<file path="src/rtl/pq_pkg.sv">
// Shared types and sizing helpers for the ping-pong buffer controller.
package pq_pkg;

    typedef enum logic [1:0] {
        ST_CLEAR = 2'd0,
        ST_RUN   = 2'd1,
        ST_SWAP  = 2'd2
    } pq_state_t;

    localparam int PQ_DATA_WIDTH = 8;
    localparam int PQ_ADDR_WIDTH = 4;

    function automatic int pq_depth(input int addr_width);
        return 1 << addr_width;
    endfunction

    // Counters must hold DEPTH itself, so they need one extra bit.
    function automatic int pq_cnt_width(input int addr_width);
        return addr_width + 1;
    endfunction

endpackage

</file>
<file path="src/rtl/pq_rd_seq.sv">
// Drain sequencer: issues bank reads and presents beats with a valid/ready handshake.
module pq_rd_seq
    import pq_pkg::*;
#(
    parameter int DATA_WIDTH = PQ_DATA_WIDTH,
    parameter int ADDR_WIDTH = PQ_ADDR_WIDTH
) (
    input  logic                  clk,
    input  logic                  rst,
    input  logic                  drain_pend,
    input  logic [ADDR_WIDTH:0]   drain_len,
    input  logic                  out_ready,
    input  logic [DATA_WIDTH-1:0] dout2,
    output logic                  rd_en2,
    output logic [ADDR_WIDTH-1:0] rd_addr2,
    output logic                  out_valid,
    output logic [DATA_WIDTH-1:0] out_data,
    output logic                  out_last,
    output logic                  last_accept
);

    logic [ADDR_WIDTH:0] rd_cnt;

    // A new read is only issued when the output stage is empty or being emptied.
    assign rd_en2      = !rst && drain_pend && (rd_cnt < drain_len) && (!out_valid || out_ready);
    assign rd_addr2    = rd_cnt[ADDR_WIDTH-1:0];
    assign out_data    = dout2;
    assign last_accept = out_valid && out_ready && out_last;

    always_ff @(posedge clk) begin
        if (rst) begin
            rd_cnt    <= '0;
            out_valid <= 1'b0;
            out_last  <= 1'b0;
        end else begin
            if (last_accept) begin
                rd_cnt <= '0;
            end else if (rd_en2) begin
                rd_cnt <= rd_cnt + 1'b1;
            end

            if (rd_en2) begin
                out_valid <= 1'b1;
                out_last  <= (rd_cnt == drain_len - 1'b1);
            end else if (out_ready) begin
                out_valid <= 1'b0;
                out_last  <= 1'b0;
            end
        end
    end

endmodule

</file>
<file path="src/rtl/pq_ctrl.sv">
// Ping-pong buffer controller: fills one bank from the input stream while draining the other.
// Optional PQ_CTRL_INIT_CLEAR_EN zeroes both banks after reset before streaming starts.
module pq_ctrl
    import pq_pkg::*;
#(
    parameter int DATA_WIDTH = PQ_DATA_WIDTH,
    parameter int ADDR_WIDTH = PQ_ADDR_WIDTH
) (
    input  logic                  clk,
    input  logic                  rst,
    input  logic                  in_valid,
    output logic                  in_ready,
    input  logic [DATA_WIDTH-1:0] in_data,
    input  logic                  in_last,
    output logic                  out_valid,
    input  logic                  out_ready,
    output logic [DATA_WIDTH-1:0] out_data,
    output logic                  out_last,
    output logic                  ctrl,
    output logic                  clear,
    output logic                  wr_en1,
    output logic [ADDR_WIDTH-1:0] wr_addr1,
    output logic [DATA_WIDTH-1:0] din1,
    output logic [DATA_WIDTH-1:0] din2,
    output logic                  rd_en2,
    output logic [ADDR_WIDTH-1:0] rd_addr2,
    input  logic [DATA_WIDTH-1:0] dout2,
    output logic                  rd_en1,
    output logic                  wr_en2,
    output logic [ADDR_WIDTH-1:0] rd_addr1,
    output logic [ADDR_WIDTH-1:0] wr_addr2,
    output logic                  busy
);

    localparam int DEPTH = pq_depth(ADDR_WIDTH);
    localparam int CW    = pq_cnt_width(ADDR_WIDTH);

`ifdef PQ_CTRL_INIT_CLEAR_EN
    localparam pq_state_t INIT_STATE = ST_CLEAR;
    logic [ADDR_WIDTH-1:0] clr_addr;
`else
    localparam pq_state_t INIT_STATE = ST_RUN;
`endif

    pq_state_t     state, state_nxt;
    logic [CW-1:0] fill_cnt;
    logic [CW-1:0] drain_len;
    logic          fill_done;
    logic          drain_pend;
    logic          accept;
    logic          last_accept;

    assign din2     = '0;
    assign rd_en1   = 1'b0;
    assign wr_en2   = 1'b0;
    assign rd_addr1 = '0;
    assign wr_addr2 = '0;
    assign busy     = (state != ST_RUN);

    always_ff @(posedge clk) begin
        if (rst) begin
            state <= INIT_STATE;
        end else begin
            state <= state_nxt;
        end
    end

    always_comb begin
        state_nxt = state;
        in_ready  = 1'b0;
        accept    = 1'b0;
        wr_en1    = 1'b0;
        wr_addr1  = fill_cnt[ADDR_WIDTH-1:0];
        din1      = '0;
        clear     = 1'b0;

        case (state)
            ST_CLEAR: begin
`ifdef PQ_CTRL_INIT_CLEAR_EN
                clear    = !rst;
                wr_en1   = !rst;
                wr_addr1 = clr_addr;
                if (clr_addr == ADDR_WIDTH'(DEPTH - 1)) begin
                    state_nxt = ST_RUN;
                end
`else
                state_nxt = ST_RUN;
`endif
            end
            ST_RUN: begin
                in_ready = !rst && !fill_done;
                accept   = in_valid && in_ready;
                wr_en1   = accept;
                if (accept) begin
                    din1 = in_data;
                end
                // A full bank waits here until the previous frame has fully left.
                if (fill_done && !drain_pend) begin
                    state_nxt = ST_SWAP;
                end
            end
            ST_SWAP: begin
                state_nxt = ST_RUN;
            end
            default: begin
                state_nxt = INIT_STATE;
            end
        endcase
    end

    always_ff @(posedge clk) begin
        if (rst) begin
            ctrl       <= 1'b0;
            fill_cnt   <= '0;
            fill_done  <= 1'b0;
            drain_len  <= '0;
            drain_pend <= 1'b0;
        end else if (state == ST_SWAP) begin
            ctrl       <= ~ctrl;
            drain_len  <= fill_cnt;
            drain_pend <= 1'b1;
            fill_cnt   <= '0;
            fill_done  <= 1'b0;
        end else begin
            if (accept) begin
                fill_cnt <= fill_cnt + 1'b1;
                if (in_last || (fill_cnt == CW'(DEPTH - 1))) begin
                    fill_done <= 1'b1;
                end
            end
            if (last_accept) begin
                drain_pend <= 1'b0;
            end
        end
    end

`ifdef PQ_CTRL_INIT_CLEAR_EN
    always_ff @(posedge clk) begin
        if (rst) begin
            clr_addr <= '0;
        end else if (state == ST_CLEAR) begin
            clr_addr <= clr_addr + 1'b1;
        end
    end
`endif

    pq_rd_seq #(
        .DATA_WIDTH (DATA_WIDTH),
        .ADDR_WIDTH (ADDR_WIDTH)
    ) u_rd_seq (
        .clk         (clk),
        .rst         (rst),
        .drain_pend  (drain_pend),
        .drain_len   (drain_len),
        .out_ready   (out_ready),
        .dout2       (dout2),
        .rd_en2      (rd_en2),
        .rd_addr2    (rd_addr2),
        .out_valid   (out_valid),
        .out_data    (out_data),
        .out_last    (out_last),
        .last_accept (last_accept)
    );

endmodule

</file>
<file path="config.mk">
export PLATFORM = sky130hd
export DESIGN_NAME = pq_ctrl
export DESIGN_NICKNAME = d
export VERILOG_FILES = /design/src/rtl/pq_pkg.sv /design/src/rtl/pq_rd_seq.sv /design/src/rtl/pq_ctrl.sv
export SDC_FILE = /design/constraint.sdc
export NUM_CORES = 1
export LEC_CHECK = 0
export CORE_UTILIZATION = 31
export CTS_CLUSTER_SIZE = 12
export DETAILED_ROUTE_END_ITERATION = 6
export GPL_TIMING_DRIVEN = 0
export PLACE_DENSITY = 0.63
export SYNTH_ARGS = -nofsm -noshare
export SYNTH_HDL_FRONTEND = slang
export SYNTH_SLANG_ARGS = --single-unit
</file>
<file path="constraint.sdc">
create_clock -name clk -period 2.27 [get_ports clk]
set_input_delay 0.454 -clock clk [delete_from_list [all_inputs] [get_ports clk]]
set_output_delay 0.454 -clock clk [all_outputs]
set_load 0.05 [all_outputs]
</file>
==> impl_metrics.json, run 1 <==
{
  "p_clk_frac": 0.356,
  "initial_core_util": 0.326,
  "worstPathArrival_ps": 1740,
  "root_buffer": "clkbuf_8",
  "cts.clk_slew.worst_paths_ps": 80,
  "rows": 24,
  "ys_seq_elements": 22,
  "clockBufferDepth": 2,
  "cts_tree": "done",
  "clock-sinks": 22,
  "syn_area_um2": 1440,
  "synthCells": 170,
  "ant_nets": 0,
  "intPower_uw": 725,
  "nets": 271,
  "cts_hold_buf": 0,
  "max_cap_viol_count": 0,
  "ys_warn_count": 0,
  "dieArea_um2": 4910,
  "most-common-layout-cells": "buf_4, clkdlybuf4s50_1, conb_1",
  "tns_ps": 0,
  "synth-seq-area-share": 0.306,
  "synth_cell_types": 34,
  "critPathRequiredTime_ps": 1820,
  "drtIter0Drc": 41,
  "power_density_nw_per_um2": 502,
  "drv_slew": 0,
  "async_flop_share": 0,
  "timing.hold.ws_ps": 455,
  "synth_top_family_by_area": "buffers and inverters",
  "power_frac_comb": 0.266,
  "grt_pass1_wl_um": 5060,
  "fin_ws_ps": 78.6,
  "rr_worst_depth": 8,
  "slew_headroom": 0.660,
  "synth-simple-area-share": 0.211,
  "dp_cells": 283,
  "synth_mux_area_frac": 0.0139,
  "finalSetupViolCount": 0,
  "period_share": 0.965,
  "cts_buffers": 3,
  "drt-pass1-iter-count": 4,
  "place_congestion": 0.747,
  "worstPathMaxFanout": 5,
  "grt_pass1_vias": 1179,
  "hold_path.class": "reg -> reg",
  "overflow": 0,
  "synth-xor-area-share": 0.0609,
  "fin_crit_ps": 2190,
  "layout-drive-gt1-share": 0.283,
  "tightest_slew_ps": 509,
  "final_common_cell": "buf_4",
  "sw_frac_of_total": 0.312,
  "p_switching_uw": 329,
  "n_antenna_cell": 0,
  "ir_drop_v": 0.000204,
  "final_cells": 292,
  "min_path_cells": 1,
  "final_core_util": 0.476,
  "synth_compound_area_frac": 0.104,
  "syn-mean-instance-area_um2": 8.46,
  "ys.flop_type": "dfxtp_1",
  "rsz0062_at_grt": "true",
  "routed_via_density": 4.29,
  "io_pins": 71,
  "core_um2": 4410,
  "grt_use_total": 0.127,
  "nFillCells": 447,
  "grt_start_max_net_pins": 14,
  "status": "completed",
  "hold_viol_final": 0,
  "dieWidth_um": 70.1,
  "skew_ps": 4.37,
  "endpoint_kind": "output pin",
  "antenna_found_initial": 0,
  "leakagePower_uw": 0.000959,
  "portBuffers": 43,
  "critPathLaunchType": "flop",
  "clkLatencyLatePin_ps": 270,
  "vias": 1252,
  "routed_wl_um": 2930,
  "synth-edff-count": 0,
  "drc": 0,
  "die_h_um": 70.1,
  "dp_hpwl_um": 2220,
  "synth-adder-area-share": 0.0783,
  "syn_to_final_growth_pct": 46.1,
  "timing.fmax_mhz": 456,
  "post-place-ws_ps": -787,
  "power.share.sequential": 0.378,
  "wl_per_cell_um": 10.0,
  "htree_num_levels": 1,
  "critPathKind": "reg -> out"
}
-- area by class of cell --
class                           instances  area (um2)  share of cell area
Multi-Input combinational cell        117         764               0.364
Sequential cell                        22         447               0.213
Timing Repair Buffer                   48         434               0.207
Buffer                                 37         274               0.130
Tap cell                               52        65.1              0.0310
Inverter                               12        45.0              0.0214
Clock buffer                            3        41.3              0.0197
Clock inverter                          1        30.0              0.0143
-- repair_timing --
item                                    in CTS  in global routing
buffers inserted                             2                  3
pin swaps                                    4                  1
gates resized for setup                     66                  1
endpoints found under the setup margin      11                  2
-- through the flow --
step	power [uW]	instance area (um2)
floorplan	623	1510
global route	1100	2100
CTS	1060	2070
finish	1050	2100
global placement	691	2000
detailed placement	691	2000
-- cell families after synthesis --
kind of cell               Yosys count
AOI/OAI and AO/OA                   23
xor gates and xnor gates            10
and+or+nand+nor                     54
buffers and inverters               49
DFF                                 22
muxes                                2
adders and majority gates            9
other                                1
-- power by group through the flow --
stage	Clock (uW)	Combinational [uW]	Sequential, uW
final	375	280	399
after global routing	400	295	400
after CTS	384	279	399
after detailed placement	0	283	408
after global placement	0	283	408
after floorplan	0	216	406
-- worst max-delay path: stages (launching register included) --
cell	delay, ps
dfxtp_2	370
inv_1	80
ha_4	220
a21o_1	190
a211oi_4	280
nand3_4	120
inv_2	80
buf_8	140
-- Yosys cell counts (2+ instances only) --
library cell,n,area (um2)
buf_4,36,270
dfxtp_1,22,440
inv_1,12,45.0
nand2_1,12,45.0
a21oi_1,11,55.1
nor2_1,11,41.3
and3_1,9,56.3
ha_1,9,113
xnor2_1,7,61.3
nand2b_1,5,31.3
nand3_1,4,20.0
o21ai_0,3,15.0
xor2_1,3,26.3
mux2i_1,2,20.0
nand4_1,2,12.5
nor2b_1,2,12.5
nor4_1,2,12.5
or3_1,2,12.5
-- per-layer routing --
layer  up-vias  part of all wire  track usage
met5         -                 0            0
li1        658                 -            -
met1       539              0.44        0.147
met2        50              0.47        0.220
met3         5             0.074       0.0404
met4         0            0.0099       0.0422
-- state kept, by name, summed over array words and instances (netlist names) --
signal / flops
drain_len: 5
u_rd_seq.rd_cnt: 5
ctrl: 1
u_rd_seq.out_last: 1
fill_cnt: 5
drain_pend: 1
state: 2
u_rd_seq.out_valid: 1
fill_done: 1
-- final timing paths --
kind	from	to	slack (ps)
max	drain_len[3]	rd_en2	80
min	drain_pend	state[1]	460
max reg2reg	drain_len[3]	u_rd_seq.rd_cnt[3]	300
min reg2reg	drain_pend	state[1]	460
Power figures use the tool's default switching activity.
==> run 2, diff against run 1 <==
Settings changed: SKIP_LAST_GASP from default to 1.
==> impl_metrics.json, run 2 (synthesized netlist as in run 1, its figures left out) <==
{
  "finalPower_uw": 1050,
  "cp_slowest_stage_delay_ps": 400,
  "grt_start_max_net_pins": 14,
  "ant_nets": 0,
  "critPathKind": "reg -> out",
  "dieWidth_um": 70.1,
  "cts_buffers": 3,
  "fin_crit_ps": 2210,
  "critPathLaunchType": "flop",
  "leakagePower_uw": 0.000964,
  "tightest_slew_ps": 509,
  "timing.hold.ws_ps": 458,
  "layout-drive-gt1-share": 0.282,
  "grt_pass1_wl_um": 4940,
  "initial_core_util": 0.326,
  "dp_hpwl_um": 2220,
  "drv_slew": 0,
  "slowest_stage": "dfxtp_1",
  "wl_per_cell_um": 10.1,
  "clkLatencyLatePin_ps": 270,
  "status": "completed",
  "path_delay_family": "compound AO/OA/AOI/OAI gates",
  "power_density_nw_per_um2": 499,
  "io_pins": 71,
  "worstPathArrival_ps": 1750,
  "core_um2": 4410,
  "htree_num_levels": 1,
  "n_antenna_cell": 0,
  "slew_headroom": 0.660,
  "timing.fmax_mhz": 453,
  "critPathRequiredTime_ps": 1820,
  "worstPathCellList": "ha_1, a21o_1, a211oi_4, nand3_4, inv_2, buf_8",
  "fin_area_um2": 2110,
  "placed_cell_area_um2": 2000,
  "routed_via_density": 4.30,
  "routed_wl_um": 2960,
  "dieArea_um2": 4910,
  "cts_tree": "done",
  "nets": 272,
  "ir_drop_v": 0.000203,
  "clockBufferDepth": 2,
  "drt-pass1-iter-count": 4,
  "most-common-layout-cells": "buf_4, clkdlybuf4s50_1, conb_1",
  "cts.clk_slew.worst_paths_ps": 80,
  "skew_ps": 4.12,
  "portBuffers": 43,
  "reg_top3": "drain_len x5, fill_cnt x5, u_rd_seq.rd_cnt x5",
  "worstPathMaxFanout": 8,
  "endpoint_kind": "output pin",
  "place_congestion": 0.747,
  "clock-sinks": 22,
  "drtIter0Drc": 43,
  "vias": 1260,
  "grt_pass1_vias": 1163,
  "root_buffer": "clkbuf_8",
  "max_cap_viol_count": 0,
  "antenna_found_initial": 0,
  "hold_viol_final": 0,
  "rsz0062_at_grt": "true",
  "die_h_um": 70.1,
  "overflow": 0,
  "critPathBufInv": 2,
  "finalSetupViolCount": 0,
  "syn_to_final_growth_pct": 46.7,
  "drc": 0,
  "rows": 24,
  "final_common_cell": "buf_4",
  "hold_path.class": "reg -> reg",
  "dp_cells": 283,
  "grt_use_total": 0.124,
  "period_share": 0.972,
  "final_cells": 293
}
==> run 2: metal layers <==
metal  part of all wire  vias to the layer above  GRT usage
met3              0.073                        5     0.0404
li1                   -                      660          -
met1               0.44                      545      0.145
met5                  0                        -          0
met4             0.0098                        0     0.0422
met2               0.48                       50      0.212
==> run 2: stage by stage <==
step	util	TNS, ps	worst slack [ps]
2_1_floorplan	-	0	53.0
3_3_place_gp	0.453	-7260	-809
3_5_place_dp	0.453	-7000	-787
4_1_cts	0.464	-147	-147
5_1_grt	0.478	-33.9	-33.9
6_report	0.478	0	62.7
==> run 2: cell type report <==
cell class	instances	area [um2]
Fill cell	447	2300
Clock inverter	1	30.0
Clock buffer	3	41.3
Tap cell	52	65.1
Buffer	37	274
Sequential cell	22	448
Timing Repair Buffer	49	442
Multi-Input combinational cell	117	764
Inverter	12	45.0
==> run 2: where the power goes <==
| part | internal, uW | switching (uW) |
|---|---|---|
| Combinational | 97.5 | 183 |
| Sequential | 390 | 7.13 |
| Clock | 236 | 139 |
| Total | 724 | 328 |
==> run 2: final timing paths <==
check | from | endpoint | slack [ps] | depth (start not counted)
min | drain_pend | state[1] | 460 | 1
max reg2reg | u_rd_seq.rd_cnt[2] | u_rd_seq.rd_cnt[3] | 280 | 7
max | u_rd_seq.rd_cnt[2] | rd_en2 | 60 | 6
min reg2reg | drain_pend | state[1] | 460 | 1
==> run 2: what timing repair did <==
item                                    4_1_cts  5_1_grt
pin swaps                                     2        3
buffers inserted                              2        4
resized for setup                            58        9
hold buffers                                  0        0
endpoints found under the setup margin       11        2
